### config.mk
export PLATFORM = sky130hd
export DESIGN_NAME = axi_lite_mgr_flat
export DESIGN_NICKNAME = d
export VERILOG_FILES = /design/src/rtl/axi_lite_mgr_if.sv /design/src/rtl/axi_lite_mgr.sv /design/src/flat_wrapper.sv
export SDC_FILE = /design/constraint.sdc
export NUM_CORES = 1
export LEC_CHECK = 0
export ABC_AREA = 1
export CAP_MARGIN = 20
export CORE_AREA = 3 3 167 169
export CTS_CLUSTER_DIAMETER = 40
export DETAILED_ROUTE_END_ITERATION = 8
export DIE_AREA = 0 0 170 172
export PLACE_DENSITY = 0.68
export SLEW_MARGIN = 20
export SYNTH_ARGS = -nofsm -noshare
export SYNTH_HDL_FRONTEND = slang
export SYNTH_SLANG_ARGS = --single-unit
### constraint.sdc
create_clock -name ACLK -period 1.5 [get_ports ACLK]
set_input_delay 0.15 -clock ACLK [delete_from_list [all_inputs] [get_ports ACLK]]
set_output_delay 0.15 -clock ACLK [all_outputs]
set_load 0.1 [all_outputs]
### src/rtl/axi_lite_mgr_if.sv
// AXI4-Lite channel bundle between the manager and an interconnect or subordinate.
// The master modport is the manager's view; the slave modport is the subordinate's view.
interface axi_lite_mgr_if #(
  parameter int ADDR_W = 32,
  parameter int DATA_W = 64
);
  logic [ADDR_W-1:0]   AWADDR;
  logic [2:0]          AWPROT;
  logic                AWVALID;
  logic                AWREADY;
  logic [DATA_W-1:0]   WDATA;
  logic [DATA_W/8-1:0] WSTRB;
  logic                WVALID;
  logic                WREADY;
  logic [1:0]          BRESP;
  logic                BVALID;
  logic                BREADY;
  logic [ADDR_W-1:0]   ARADDR;
  logic [2:0]          ARPROT;
  logic                ARVALID;
  logic                ARREADY;
  logic [DATA_W-1:0]   RDATA;
  logic [1:0]          RRESP;
  logic                RVALID;
  logic                RREADY;

  modport master (
    output AWADDR, AWPROT, AWVALID, WDATA, WSTRB, WVALID, BREADY,
    output ARADDR, ARPROT, ARVALID, RREADY,
    input  AWREADY, WREADY, BRESP, BVALID, ARREADY, RDATA, RRESP, RVALID
  );

  modport slave (
    input  AWADDR, AWPROT, AWVALID, WDATA, WSTRB, WVALID, BREADY,
    input  ARADDR, ARPROT, ARVALID, RREADY,
    output AWREADY, WREADY, BRESP, BVALID, ARREADY, RDATA, RRESP, RVALID
  );
endinterface

### src/rtl/axi_lite_mgr.sv
// Single-outstanding AXI4-Lite manager. Independent write and read FSMs turn
// request strobes (tx_en) into AXI handshakes and capture the responses.
// Optional feature macro: AXI_MGR_TIMEOUT_EN builds per-FSM response-wait
// counters driving a sticky mgr_timeout flag; without it mgr_timeout is 0.
module axi_lite_mgr #(
  parameter int ADDR_W  = 32,
  parameter int DATA_W  = 64,
  parameter int TIMEOUT = 256
) (
  input  logic              ACLK,
  input  logic              ARESET,
  input  logic [ADDR_W-1:0] mgr_tx_AW,
  input  logic [ADDR_W-1:0] mgr_tx_AR,
  input  logic [DATA_W-1:0] mgr_tx_W,
  input  logic [4:0]        tx_en,
  output logic [DATA_W-1:0] mgr_rx_R,
  output logic [1:0]        mgr_bresp,
  output logic [1:0]        mgr_rresp,
  output logic [4:0]        mgr_new_data,
  output logic              mgr_timeout,
  axi_lite_mgr_if.master    axi
);

  typedef enum logic [1:0] {W_IDLE, W_ADDR, W_RESP} w_state_t;
  typedef enum logic [1:0] {R_IDLE, R_ADDR, R_DATA} r_state_t;

  // Write channel state
  w_state_t              r_wstate, w_wstate_next;
  logic                  r_awvalid, w_awvalid_next;
  logic                  r_wvalid, w_wvalid_next;
  logic [ADDR_W-1:0]     r_awaddr, w_awaddr_next;
  logic [DATA_W-1:0]     r_wdata, w_wdata_next;
  logic [DATA_W/8-1:0]   r_wstrb, w_wstrb_next;
  logic [1:0]            r_bresp, w_bresp_next;

  // Read channel state
  r_state_t              r_rstate, w_rstate_next;
  logic                  r_arvalid, w_arvalid_next;
  logic [ADDR_W-1:0]     r_araddr, w_araddr_next;
  logic [DATA_W-1:0]     r_rdata, w_rdata_next;
  logic [1:0]            r_rresp, w_rresp_next;

  logic [4:0]            r_new_data;

  logic w_bready, w_rready;
  logic w_aw_hs, w_w_hs, w_b_hs, w_ar_hs, w_r_hs;

  // READY on the response channels is gated by the caller's enable only while waiting
  assign w_bready = (r_wstate == W_RESP) && tx_en[2];
  assign w_rready = (r_rstate == R_DATA) && tx_en[0];

  assign w_aw_hs = r_awvalid & axi.AWREADY;
  assign w_w_hs  = r_wvalid  & axi.WREADY;
  assign w_b_hs  = w_bready  & axi.BVALID;
  assign w_ar_hs = r_arvalid & axi.ARREADY;
  assign w_r_hs  = w_rready  & axi.RVALID;

  // Write FSM next-state: issue AW+W together, retire each independently, then wait for B
  always_comb begin
    w_wstate_next  = r_wstate;
    w_awvalid_next = r_awvalid;
    w_wvalid_next  = r_wvalid;
    w_awaddr_next  = r_awaddr;
    w_wdata_next   = r_wdata;
    w_wstrb_next   = r_wstrb;
    w_bresp_next   = r_bresp;
    case (r_wstate)
      W_IDLE: begin
        if (tx_en[4] && tx_en[3]) begin
          w_awaddr_next  = mgr_tx_AW;
          w_wdata_next   = mgr_tx_W;
          w_wstrb_next   = '1;
          w_awvalid_next = 1'b1;
          w_wvalid_next  = 1'b1;
          w_wstate_next  = W_ADDR;
        end
      end
      W_ADDR: begin
        if (w_aw_hs) w_awvalid_next = 1'b0;
        if (w_w_hs)  w_wvalid_next  = 1'b0;
        if (!w_awvalid_next && !w_wvalid_next) w_wstate_next = W_RESP;
      end
      W_RESP: begin
        if (w_b_hs) begin
          w_bresp_next  = axi.BRESP;
          w_wstate_next = W_IDLE;
        end
      end
      default: w_wstate_next = W_IDLE;
    endcase
  end

  // Write FSM register; reset drops VALIDs and abandons any pending handshake
  always_ff @(posedge ACLK) begin
    if (ARESET) begin
      r_wstate  <= W_IDLE;
      r_awvalid <= 1'b0;
      r_wvalid  <= 1'b0;
      r_awaddr  <= '0;
      r_wdata   <= '0;
      r_wstrb   <= '0;
      r_bresp   <= 2'b00;
    end else begin
      r_wstate  <= w_wstate_next;
      r_awvalid <= w_awvalid_next;
      r_wvalid  <= w_wvalid_next;
      r_awaddr  <= w_awaddr_next;
      r_wdata   <= w_wdata_next;
      r_wstrb   <= w_wstrb_next;
      r_bresp   <= w_bresp_next;
    end
  end

  // Read FSM next-state: issue AR, then wait for R while the caller allows RREADY
  always_comb begin
    w_rstate_next  = r_rstate;
    w_arvalid_next = r_arvalid;
    w_araddr_next  = r_araddr;
    w_rdata_next   = r_rdata;
    w_rresp_next   = r_rresp;
    case (r_rstate)
      R_IDLE: begin
        if (tx_en[1]) begin
          w_araddr_next  = mgr_tx_AR;
          w_arvalid_next = 1'b1;
          w_rstate_next  = R_ADDR;
        end
      end
      R_ADDR: begin
        if (w_ar_hs) begin
          w_arvalid_next = 1'b0;
          w_rstate_next  = R_DATA;
        end
      end
      R_DATA: begin
        if (w_r_hs) begin
          w_rdata_next  = axi.RDATA;
          w_rresp_next  = axi.RRESP;
          w_rstate_next = R_IDLE;
        end
      end
      default: w_rstate_next = R_IDLE;
    endcase
  end

  // Read FSM register
  always_ff @(posedge ACLK) begin
    if (ARESET) begin
      r_rstate  <= R_IDLE;
      r_arvalid <= 1'b0;
      r_araddr  <= '0;
      r_rdata   <= '0;
      r_rresp   <= 2'b00;
    end else begin
      r_rstate  <= w_rstate_next;
      r_arvalid <= w_arvalid_next;
      r_araddr  <= w_araddr_next;
      r_rdata   <= w_rdata_next;
      r_rresp   <= w_rresp_next;
    end
  end

  // One-cycle completion pulses, one bit per channel in tx_en order
  always_ff @(posedge ACLK) begin
    if (ARESET) r_new_data <= 5'b00000;
    else        r_new_data <= {w_aw_hs, w_w_hs, w_b_hs, w_ar_hs, w_r_hs};
  end

`ifdef AXI_MGR_TIMEOUT_EN
  localparam int CNT_W = $clog2(TIMEOUT + 1);

  logic [CNT_W-1:0] r_wcnt, r_rcnt;
  logic             r_timeout;

  // Counters rest at zero outside the response-wait states, so entry starts from zero;
  // the flag sets on the cycle either counter reaches TIMEOUT and stays until reset
  always_ff @(posedge ACLK) begin
    if (ARESET) begin
      r_wcnt    <= '0;
      r_rcnt    <= '0;
      r_timeout <= 1'b0;
    end else begin
      if (r_wstate != W_RESP)                r_wcnt <= '0;
      else if (r_wcnt != CNT_W'(TIMEOUT))    r_wcnt <= r_wcnt + 1'b1;
      if (r_rstate != R_DATA)                r_rcnt <= '0;
      else if (r_rcnt != CNT_W'(TIMEOUT))    r_rcnt <= r_rcnt + 1'b1;
      if ((r_wstate == W_RESP && r_wcnt == CNT_W'(TIMEOUT - 1)) ||
          (r_rstate == R_DATA && r_rcnt == CNT_W'(TIMEOUT - 1)))
        r_timeout <= 1'b1;
    end
  end

  assign mgr_timeout = r_timeout;
`else
  // No counters built; the comparison is always false and keeps TIMEOUT referenced
  assign mgr_timeout = (TIMEOUT < 0);
`endif

  assign axi.AWADDR  = r_awaddr;
  assign axi.AWPROT  = 3'b000;
  assign axi.AWVALID = r_awvalid;
  assign axi.WDATA   = r_wdata;
  assign axi.WSTRB   = r_wstrb;
  assign axi.WVALID  = r_wvalid;
  assign axi.BREADY  = w_bready;
  assign axi.ARADDR  = r_araddr;
  assign axi.ARPROT  = 3'b000;
  assign axi.ARVALID = r_arvalid;
  assign axi.RREADY  = w_rready;

  assign mgr_rx_R     = r_rdata;
  assign mgr_bresp    = r_bresp;
  assign mgr_rresp    = r_rresp;
  assign mgr_new_data = r_new_data;

endmodule

### src/flat_wrapper.sv
// flat-port wrapper written by rule: the top's interface ports become plain ports
module axi_lite_mgr_flat 
#(
  parameter int ADDR_W  = 32,
  parameter int DATA_W  = 64,
  parameter int TIMEOUT = 256
)
  (ACLK, ARESET, mgr_tx_AW, mgr_tx_AR, mgr_tx_W, tx_en, mgr_rx_R, mgr_bresp, mgr_rresp, mgr_new_data, mgr_timeout, axi_AWADDR, axi_AWPROT, axi_AWVALID, axi_WDATA, axi_WSTRB, axi_WVALID, axi_BREADY, axi_ARADDR, axi_ARPROT, axi_ARVALID, axi_RREADY, axi_AWREADY, axi_WREADY, axi_BRESP, axi_BVALID, axi_ARREADY, axi_RDATA, axi_RRESP, axi_RVALID);
  axi_lite_mgr_if #(.ADDR_W(ADDR_W), .DATA_W(DATA_W)) axi_i ();
  input  logic ACLK;
  input  logic ARESET;
  input  logic [ADDR_W-1:0] mgr_tx_AW;
  input  logic [ADDR_W-1:0] mgr_tx_AR;
  input  logic [DATA_W-1:0] mgr_tx_W;
  input  logic [4:0] tx_en;
  output logic [DATA_W-1:0] mgr_rx_R;
  output logic [1:0] mgr_bresp;
  output logic [1:0] mgr_rresp;
  output logic [4:0] mgr_new_data;
  output logic mgr_timeout;
  output wire logic [$bits(axi_i.AWADDR)-1:0] axi_AWADDR;
  output wire logic [$bits(axi_i.AWPROT)-1:0] axi_AWPROT;
  output wire logic [$bits(axi_i.AWVALID)-1:0] axi_AWVALID;
  output wire logic [$bits(axi_i.WDATA)-1:0] axi_WDATA;
  output wire logic [$bits(axi_i.WSTRB)-1:0] axi_WSTRB;
  output wire logic [$bits(axi_i.WVALID)-1:0] axi_WVALID;
  output wire logic [$bits(axi_i.BREADY)-1:0] axi_BREADY;
  output wire logic [$bits(axi_i.ARADDR)-1:0] axi_ARADDR;
  output wire logic [$bits(axi_i.ARPROT)-1:0] axi_ARPROT;
  output wire logic [$bits(axi_i.ARVALID)-1:0] axi_ARVALID;
  output wire logic [$bits(axi_i.RREADY)-1:0] axi_RREADY;
  input wire logic [$bits(axi_i.AWREADY)-1:0] axi_AWREADY;
  input wire logic [$bits(axi_i.WREADY)-1:0] axi_WREADY;
  input wire logic [$bits(axi_i.BRESP)-1:0] axi_BRESP;
  input wire logic [$bits(axi_i.BVALID)-1:0] axi_BVALID;
  input wire logic [$bits(axi_i.ARREADY)-1:0] axi_ARREADY;
  input wire logic [$bits(axi_i.RDATA)-1:0] axi_RDATA;
  input wire logic [$bits(axi_i.RRESP)-1:0] axi_RRESP;
  input wire logic [$bits(axi_i.RVALID)-1:0] axi_RVALID;
  assign axi_AWADDR = axi_i.AWADDR;
  assign axi_AWPROT = axi_i.AWPROT;
  assign axi_AWVALID = axi_i.AWVALID;
  assign axi_WDATA = axi_i.WDATA;
  assign axi_WSTRB = axi_i.WSTRB;
  assign axi_WVALID = axi_i.WVALID;
  assign axi_BREADY = axi_i.BREADY;
  assign axi_ARADDR = axi_i.ARADDR;
  assign axi_ARPROT = axi_i.ARPROT;
  assign axi_ARVALID = axi_i.ARVALID;
  assign axi_RREADY = axi_i.RREADY;
  assign axi_i.AWREADY = axi_AWREADY;
  assign axi_i.WREADY = axi_WREADY;
  assign axi_i.BRESP = axi_BRESP;
  assign axi_i.BVALID = axi_BVALID;
  assign axi_i.ARREADY = axi_ARREADY;
  assign axi_i.RDATA = axi_RDATA;
  assign axi_i.RRESP = axi_RRESP;
  assign axi_i.RVALID = axi_RVALID;
  axi_lite_mgr #(.ADDR_W(ADDR_W), .DATA_W(DATA_W), .TIMEOUT(TIMEOUT)) u_core (.ACLK(ACLK), .ARESET(ARESET), .mgr_tx_AW(mgr_tx_AW), .mgr_tx_AR(mgr_tx_AR), .mgr_tx_W(mgr_tx_W), .tx_en(tx_en), .mgr_rx_R(mgr_rx_R), .mgr_bresp(mgr_bresp), .mgr_rresp(mgr_rresp), .mgr_new_data(mgr_new_data), .mgr_timeout(mgr_timeout), .axi(axi_i));
endmodule
==> out/metrics.yaml, run 1 <==
floorplanning:
  design.die.area_um2: 29240
  die_h_um: 172
  ios: 429
  std_cell_rows: 60
  core_area_um2: 26730
  initial_core_util_pct: 31.29
  die_w_um: 170
critical_path:
  reg2reg_slack_ns: 0.13
  path_cells: "inv_1, nor3_4, buf_12"
  cp.arrival_ns: 1.30
  crit_path_end_kind: "output pin"
  startpoint_type: "register"
  critPathMaxFanout: 3
  cpMaxStageDelayCell: "dfxtp_2"
  r2r_cells: 6
  worstReg2RegStart: "u_core.r_rstate[0]"
  cpPeakStageDelay_ns: 0.35
  r2r_end: "u_core.axi.ARADDR[5]"
  required_ns: 1.35
  crit_type: "register to output pin"
cells_and_area:
  fin_util_pct: 62.19
  finish.instance_area_um2: 16620
  syn2layout_area_growth_pct: 98.76
  multi_input_area_um2: 3482
  nFillCells: 2184
  final_nets: 1812
  regArea_um2: 4195
  drive_gt1_share_pct: 20.67
grt:
  met2_usage_pct: 34.90
  grt_util_met3_pct: 6.722
  grt_pass1_vias: 8724
  track_usage_pct: 19.94
  grt_pass1_wl_um: 46400
  antenna_found_initial: 2
  overflow: 0
  grt_max_degree: 46
  busiest_layer: "met2"
  grt_use_met1_pct: 22.13
worst_hold_path:
  holdPathStages: 3
  hold_end: "u_core.mgr_rx_R[12]"
  worstHoldStart: "axi_RDATA[12]"
  hold_class: "input pin to register"
timing:
  slew_viol_final: 0
  fmax_ghz: 0.6913
  final.period_utilization_pct: 96.43
  setup_violations: 0
  hold_viol_final: 0
  rsz0062_at_grt: "no"
  period_minus_slack_ns: 1.447
  fin_skew_ns: 0.01311
  timing.setup.tns_ns: 0
route:
  via_per_inst: 4.411
  num_vias: 8707
  drtIter0Drc: 421
  wl_per_cell_um: 15.53
  finalWirelength_um: 30650
  drc: 0
  drtAntennaViolNets: 0
  first_pass_iters: 4
clocking:
  clockRootBuffer: "clkbuf_16"
  cts.reportedPaths.clkPinSlew_ns: 0.06
  cts_tree: "yes"
  cts_buffers: 36
  clock_path_buffers: 3
  cts_hold_buffers: 0
  clock_sinks: 209
  worstSkewPairLatency_ns: 0.49
  htree_levels: 2
place:
  place_congestion: 0.8309
  dpl.hpwl_um: 23160
  post_dp_cell_area_um2: 15330
  port_buffers: 421
flow_run:
  drv_cap: 0
synthesis:
  seq_area_frac_synth_pct: 50.04
  synth.cell_area_um2: 8362
  synth_cells: 1177
  syn_area_per_cell_um2: 7.104
  ys_ff_latch: 209
  synthTopCellsByArea: "dfxtp_1 (50%), nor2_1 (18%), nand2_1 (11%)"
  synth_top_area_share_pct: 50.04
  synth_mux_area_share_pct: 0
  synthAdderAreaFrac_pct: 0
  yosysTopAreaCell: "dfxtp_1"
  synth_xor_area_share_pct: 0
  synth.yosys.warnings: 0
  ys_types: 20
  synth_simple_gate_area_share_pct: 38.50
  synth_compound_area_share_pct: 2.454
  synth_top_family_by_area: "simple AND/OR/NAND/NOR gates"
power_and_ir_drop:
  leakagePower_nw: 7.393
  ir_drop_v: 0.0009249
  powerDensity_nw_per_um2: 1206
status:
  outcome: "complete, no violations"
[worst max-delay path, delay by kind of cell, from the launching register on]
family / cells / cell delay, ns
simple gates: 1 / 0.16
buf+inv: 2 / 0.29
flops: 1 / 0.35
[layout make-up]
class,instances,share of cell area [%]
inverter,86,1.972
tap,341,2.567
antenna,3,0.04517
sequential,209,25.24
clock inverter,19,1.626
clock buffer,45,6.053
multi-input combinational,802,20.95
timing repair buffer,469,41.54
[cells in the final DEF, fill, tap and decap left out, types with 7 or more instances in the layout]
master           count
clkdlybuf4s50_1    207
a21oi_1              7
nand3b_1            96
o21ai_0             34
buf_12             229
nor2_1             403
buf_4               33
clkbuf_16           37
dfxtp_1            204
conb_1               7
nand2_1            245
inv_1               82
[where the power goes]
part	internal [mW]	total [mW]	switching (mW)
sequential	5.87	6.20	0.337
combinational	2.03	5.24	3.21
clock	5.68	8.59	2.91
total	13.6	20.0	6.45
[worst max-delay path by stage]
stage	from	to	slack [ns]	depth (start not counted)
finish	u_core.r_rstate[1]	axi_RREADY	0.05	3
global placement	tx_en[4]	u_core.axi.AWADDR[20]	-0.01	8
floorplan	u_core.r_wstate[1]	axi_BREADY	0.07	2
detailed placement	tx_en[3]	u_core.axi.WDATA[11]	-0.03	8
CTS	u_core.r_rstate[1]	axi_RREADY	0.02	3
global route	u_core.r_rstate[0]	u_core.axi.ARADDR[30]	0.0004	7
[cell usage after synthesis]
library cell    n
a21oi_1         7
buf_1          18
buf_2          26
buf_4          17
buf_6           1
clkbuf_1       24
conb_1          1
dfxtp_1       209
inv_1          83
inv_2           3
nand2_1       245
nand2_2         1
nand3_1         2
nand3b_1       96
nand4_1         1
nand4_2         1
nor2_1        403
nor2_4          1
nor3_1          4
o21ai_0        34
[metal layers]
layer | vias up | part of all wire (%)
met5 | - | 0
li1 | 4406 | -
met1 | 3915 | 38
met3 | 63 | 8.7
met4 | 0 | 3.5
met2 | 323 | 50
[stage by stage]
step | hold slack (ns) | power [mW] | std cells | setup WS, ns
detailed placement | 0.5020 | 11.57 | 1907 | -0.02946
finish | 0.2341 | 20.04 | 1974 | 0.05350
global route | 0.2327 | 20.75 | 1973 | 0.0004035
floorplan | 0.2291 | 9.235 | 1183 | 0.07484
CTS | 0.2093 | 20.29 | 1971 | 0.01734
global placement | 0.4788 | 11.52 | 1907 | -0.01178
[state kept, by name, indices dropped and copies added, names as in the netlist]
register and flops:
u_core.axi.WDATA 64, u_core.axi.AWADDR 32, u_core.axi.WVALID 1, u_core.r_rstate 2
u_core.axi.ARVALID 1, u_core.mgr_rresp 2, u_core.r_wstate 2, u_core.mgr_bresp 2
u_core.axi.WSTRB 1, u_core.axi.ARADDR 32, u_core.axi.AWVALID 1, u_core.mgr_rx_R 64
u_core.mgr_new_data 5
[cell families after synthesis]
group                  Yosys count
AO/OA/AOI/OAI                   41
buffers and inverters          172
flip-flops                     209
other                            1
AND/OR/NAND/NOR                754
[what timing repair did]
item / in CTS / in global routing
pin swaps: 2 / 0
buffers inserted: 0 / 0
endpoints found under the setup margin: 10 / 1
resized for setup: 4 / 2
No activity file was read; power rests on OpenSTA's default activity.
==> run 2: changes to the inputs <==
--- a/config.mk
+++ b/config.mk
@@ -11,7 +11,7 @@
 export CTS_CLUSTER_DIAMETER = 40
 export DETAILED_ROUTE_END_ITERATION = 8
 export DIE_AREA = 0 0 170 172
-export PLACE_DENSITY = 0.68
+export PLACE_DENSITY = 0.69
 export SLEW_MARGIN = 20
 export SYNTH_ARGS = -nofsm -noshare
 export SYNTH_HDL_FRONTEND = slang
==> run 2 against run 1 <==
Effect of this change:
- clock skew rose by 0.0012 ns
- largest cell class unchanged
- largest power group unchanged
- final area up 0.29%
- critical endpoint is now axi_BREADY
- global-route usage down 0.40 points
- critical path type unchanged
- sequential power about the same
- highest routed layer unchanged
- setup slack lost 0.0028 ns
- fmax down 0.19%
- utilization grew 0.18 points
==> out/metrics.yaml, run 2 (same netlist as run 1, synthesis figures left out) <==
grt:
  overflow: 0  # unchanged
  busiest_layer: "met2"
  grt_max_degree: 45  # -2.2%
  met2_usage_pct: 35.35  # +0.45 points
  grt_pass1_vias: 8744  # +0.23%
  grt_util_met3_pct: 5.944  # -0.78 points
  grt_use_met1_pct: 21.13  # -1.0 points
  antenna_found_initial: 0  # -2
  track_usage_pct: 19.54  # -0.40 points
  grt_pass1_wl_um: 45550  # -1.8%
timing:
  timing.setup.tns_ns: 0  # unchanged
  fin_skew_ns: 0.01431  # +0.001194 ns
  slew_viol_final: 0  # unchanged
  setup_violations: 0  # unchanged
  final.period_utilization_pct: 96.62  # +0.18 points
  rsz0062_at_grt: "yes"
  hold_viol_final: 0  # unchanged
  fmax_ghz: 0.6900  # -0.19%
  period_minus_slack_ns: 1.449  # +0.002753 ns
  holdWs_ns: 0.2322  # -0.001842 ns
power_and_ir_drop:
  seq_power_share_pct: 30.9  # about the same
  power.switching_mw: 6.493  # +0.62%
  p_clk_share_pct: 43.0  # about the same
  internal_power_mw: 13.57  # about the same
  leakagePower_nw: 7.414  # +0.28%
  powerDensity_nw_per_um2: 1204  # -0.15%
  switching_share_pct: 32.36  # +0.16 points
  combPwrFrac_pct: 26.1  # about the same
  ir_drop_v: 0.0008095  # -12%
critical_path:
  cpMaxStageDelayCell: "dfxtp_2"
  crit_type: "register to output pin"
  critPathMaxFanout: 4  # +1
  crit_family: "flip-flops"
  cp.arrival_ns: 1.30  # about the same
  path_cells: "nor3_4, buf_12"
  crit_path_end_kind: "output pin"
  required_ns: 1.35  # about the same
  cpPeakStageDelay_ns: 0.35  # about the same
  cp_num_buf_inv: 1  # -1
  startpoint_type: "register"
clocking:
  cts.reportedPaths.clkPinSlew_ns: 0.05  # about the same
  cts_tree: "yes"
  worstSkewPairLatency_ns: 0.50  # about the same
  clock_sinks: 209  # unchanged
  cts_buffers: 39  # +8.3%
  clockRootBuffer: "clkbuf_16"
  clock_path_buffers: 3  # unchanged
  htree_levels: 2  # unchanged
place:
  port_buffers: 421  # unchanged
  place_congestion: 0.8087  # -2.7%
  dpl.hpwl_um: 23000  # -0.71%
route:
  via_per_inst: 4.423  # +0.27%
  num_vias: 8757  # +0.57%
  wl_per_cell_um: 15.26  # -1.7%
  first_pass_iters: 4  # unchanged
  drtAntennaViolNets: 0  # unchanged
  finalWirelength_um: 30220  # -1.4%
  drtIter0Drc: 464  # +10%
  drc: 0  # unchanged
cells_and_area:
  layout_commonest_cell: "nor2_1"
  layout_common_cells: "nor2_1 (403), nand2_1 (245), buf_12 (229)"
  final_nets: 1820  # +0.44%
  drive_gt1_share_pct: 21.05  # +0.37 points
  num_antenna_cells: 0  # -3
  syn2layout_area_growth_pct: 99.33
status:
  outcome: "complete, no violations"
floorplanning:
  ios: 429  # unchanged
  initial_core_util_pct: 31.29  # unchanged
  core_area_um2: 26730  # unchanged
  design.die.area_um2: 29240  # unchanged
  std_cell_rows: 60  # unchanged
  die_h_um: 172  # unchanged
  die_w_um: 170  # unchanged
flow_run:
  drv_cap: 0  # unchanged
worst_hold_path:
  hold_class: "input pin to register"
## run 2: final timing paths
kind,startpoint,end,slack [ns],cells after the start
max,u_core.r_wstate[0],axi_BREADY,0.05,2
min,axi_RDATA[7],u_core.mgr_rx_R[7],0.23,3
max reg2reg,u_core.r_rstate[0],u_core.axi.ARADDR[14],0.12,5
min reg2reg,u_core.axi.ARVALID,u_core.axi.ARVALID,0.49,2
## run 2: metrics by stage
step / cells / instance area [µm²] / setup WS [ns] / util (%) / total power, mW
after floorplan: 1183 / 8409 / 0.07484 / - / 9.235
after detailed placement: 1911 / 15360 / -0.009418 / 57.46 / 11.56
after CTS: 1979 / 16660 / 0.003365 / 62.33 / 20.29
after global placement: 1911 / 15360 / 0.01739 / 57.46 / 11.50
after global routing: 1980 / 16670 / -0.006978 / 62.36 / 20.75
final: 1980 / 16670 / 0.05074 / 62.36 / 20.07
## run 2: tightest hold or removal path: stages
cell             delay, ns
clkdlybuf4s50_1       0.39
nor2_1                0.10
nor2_1                0.05
## run 2: timing repair
item,CTS,global route
cloned,0,0
hold buffers,0,0
pin swaps,2,1
endpoints found under the setup margin,10,5
gates resized for setup,6,5
buffers inserted,0,1
## run 2: final cells by class
type / instances / area (µm²)
fillers: 2124 / 10060
repair buffers: 474 / 6942
flip-flops and latches: 209 / 4198
multi-input cells: 802 / 3482
clock buffers: 48 / 1050
well taps: 341 / 426.7
inverters: 86 / 327.8
clock inverters: 20 / 241.5
## run 2: power by group through the flow
stage | clock [mW] | combinational [mW] | sequential [mW]
floorplan | 0 | 0.989 | 8.25
global placement | 0 | 5.19 | 6.30
detailed placement | 0 | 5.24 | 6.32
CTS | 8.83 | 5.25 | 6.21
global route | 9.07 | 5.44 | 6.24
finish | 8.63 | 5.23 | 6.21
## run 2: metal layers
layer | vias up | wire length (µm)
met2 | 330 | 15100
met1 | 3938 | 11410
met4 | 0 | 1243
met5 | - | 0
li1 | 4413 | -
met3 | 76 | 2468
==> run 3: changes to the inputs <==
--- a/config.mk
+++ b/config.mk
@@ -6,7 +6,6 @@
 export NUM_CORES = 1
 export LEC_CHECK = 0
 export ABC_AREA = 1
-export CAP_MARGIN = 20
 export CORE_AREA = 3 3 167 169
 export CTS_CLUSTER_DIAMETER = 40
 export DETAILED_ROUTE_END_ITERATION = 8
==> constraint.sdc (replaced) <==
create_clock -name ACLK -period 1.35 [get_ports ACLK]
set_input_delay 0.135 -clock ACLK [delete_from_list [all_inputs] [get_ports ACLK]]
set_output_delay 0.135 -clock ACLK [all_outputs]
set_load 0.1 [all_outputs]
==> run 3 against run 2 <==
Effect of this change:
- the run now ends with negative setup slack left
- first-iteration DRC count increased by 11%
- combinational power increased by 19%
- non-clock buffer count increased by 33
- via count increased by 2.9%
- clock power increased by 17%
- sequential share of layout area decreased by 1.0 points
- wire length increased by 9.5%
- setup slack got worse by 0.19 ns
- final area increased by 4.3%
- hold slack got worse by 0.015 ns
- sequential power increased by 11%
- critical path type unchanged
- critical endpoint is now axi_RREADY
- largest cell class unchanged
- largest power group unchanged
- highest routed layer unchanged
==> out/metrics.yaml, run 3 (same netlist as run 1, synthesis figures left out) <==
status:
  outcome: "finished, violations left"
  violations: "negative setup slack"
clocking:
  clockRootBuffer: "clkbuf_16"
  cts_tree: "yes"
  clock_sinks: 209  # unchanged
  clock_path_buffers: 3  # unchanged
  worstSkewPairLatency_ns: 0.50  # about the same
  cts_buffers: 40  # +2.6%
  htree_levels: 2  # unchanged
  cts_hold_buffers: 0  # unchanged
  cts.reportedPaths.clkPinSlew_ns: 0.06  # about the same
floorplanning:
  initial_core_util_pct: 31.29  # unchanged
  design.die.area_um2: 29240  # unchanged
  std_cell_rows: 60  # unchanged
  core_area_um2: 26730  # unchanged
  die_w_um: 170  # unchanged
  die_h_um: 172  # unchanged
  ios: 429  # unchanged
cells_and_area:
  syn2layout_area_growth_pct: 107.9
  num_antenna_cells: 0  # unchanged
  nFillCells: 2078  # -2.2%
  finish.instance_area_um2: 17380  # +4.3%
  final_nets: 1854  # +1.9%
  layout_commonest_cell: "nor2_1"
  layout_common_cells: "nor2_1 (403), nand2_1 (245), buf_12 (232)"
  drive_gt1_share_pct: 23.22  # +2.2 points
critical_path:
  critPathMaxFanout: 2  # -2
  cpMaxStageDelayCell: "dfxtp_2"
  path_cells: "inv_2, nor3_4, buf_12"
  cp.arrival_ns: 1.36  # +0.06 ns
  startpoint_type: "register"
  required_ns: 1.22  # -0.13 ns
  crit_type: "register to output pin"
  crit_path_end_kind: "output pin"
  cpPeakStageDelay_ns: 0.33  # -0.02 ns
timing:
  period_minus_slack_ns: 1.492
  setup_violations: 5  # +5
  hold_viol_final: 0  # unchanged
  fmax_ghz: 0.6704
  final.period_utilization_pct: 110.5
  fin_skew_ns: 0.02138  # +0.007074 ns
  slew_viol_final: 0  # unchanged
  setup_ws_ns: -0.1416  # -0.1924 ns
  holdWs_ns: 0.2168  # -0.01537 ns
  rsz0062_at_grt: "yes"
flow_run:
  drv_cap: 0  # unchanged
route:
  drtAntennaViolNets: 0  # unchanged
  finalWirelength_um: 33090  # +9.5%
  drc: 0  # unchanged
  drtIter0Drc: 515  # +11%
  first_pass_iters: 5  # +1
  via_per_inst: 4.471  # +1.1%
  num_vias: 9013  # +2.9%
  wl_per_cell_um: 16.42  # +7.5%
power_and_ir_drop:
  power.switching_mw: 7.419  # +14%
  powerDensity_nw_per_um2: 1335  # +11%
  p_clk_share_pct: 43.6  # +0.6 points
  switching_share_pct: 31.97  # -0.39 points
  ir_drop_v: 0.001159  # +43%
  leakagePower_nw: 7.750  # +4.5%
  combPwrFrac_pct: 26.8  # +0.7 points
  internal_power_mw: 15.79  # +16%
  seq_power_share_pct: 29.7  # -1.2 points
grt:
  grt_pass1_wl_um: 47140  # +3.5%
  track_usage_pct: 20.21  # +0.67 points
  antenna_found_initial: 0  # unchanged
  grt_pass1_vias: 8820  # +0.87%
  overflow: 0  # unchanged
  grt_max_degree: 47  # +4.4%
place:
  post_dp_cell_area_um2: 15420  # +0.42%
  place_ws_ns: -0.1549  # -0.1455 ns
  place_congestion: 0.8364  # +3.4%
  port_buffers: 421  # unchanged
  dpl.hpwl_um: 23560  # +2.4%
worst_hold_path:
  hold_class: "input pin to register"
==> run 3: area by class of cell <==
type,count,area (µm²),share of cell area (%)
timing repair buffer,507,7548,43.42
multi-input combinational,802,3495,20.10
tap,341,426.7,2.454
clock buffer,48,1092,6.283
clock inverter,23,285.3,1.641
sequential,209,4197,24.14
inverter,86,340.3,1.958
==> run 3: critical path, delay by kind of cell, from the launching register on <==
kind / cells / cell delay (ns)
AND/OR/NAND/NOR: 1 / 0.26
buffers and inverters: 2 / 0.26
flip-flops: 1 / 0.33
==> run 3: worst paths after layout <==
check | startpoint | end | slack (ns) | depth (start not counted)
max reg2reg | u_core.r_wstate[1] | u_core.axi.WDATA[45] | -0.03 | 8
min reg2reg | u_core.axi.ARVALID | u_core.axi.ARVALID | 0.50 | 2
max | u_core.r_rstate[1] | axi_RREADY | -0.14 | 3
min | axi_RDATA[12] | u_core.mgr_rx_R[12] | 0.22 | 3
==> run 3: repair_timing <==
item | CTS | global route
endpoints found under the hold margin | 0 | 0
gates cloned | 0 | 16
setup buffers | 6 | 7
endpoints found under the setup margin | 10 | 109
gates resized for setup | 16 | 33
pin swaps | 7 | 7
==> run 3: per-layer routing <==
layer	wire [µm]	track usage [%]
met1	12440	21.82
met2	16630	36.27
met3	2928	7.110
met4	1094	8.113
met5	0	0
==> run 3: power groups by stage <==
stage	Combinational, mW	Clock (mW)	Sequential (mW)
6_report	6.21	10.1	6.89
5_1_grt	6.45	10.6	6.92
4_1_cts	5.93	10.3	6.88
3_5_place_dp	5.86	0	7.02
3_3_place_gp	5.82	0	7.00
2_1_floorplan	1.10	0	9.16
==> run 3: per-stage QoR <==
| stage | TNS (ns) | std cells | util [%] | power, mW |
|---|---|---|---|---|
| after floorplan | -0.06016 | 1183 | - | 10.26 |
| after global placement | -12.50 | 1916 | 57.71 | 12.82 |
| after detailed placement | -17.91 | 1916 | 57.71 | 12.88 |
| after CTS | -0.3646 | 1993 | 63.21 | 23.11 |
| after global routing | -3.743 | 2016 | 65.05 | 24.00 |
| final | -0.3234 | 2016 | 65.05 | 23.20 |
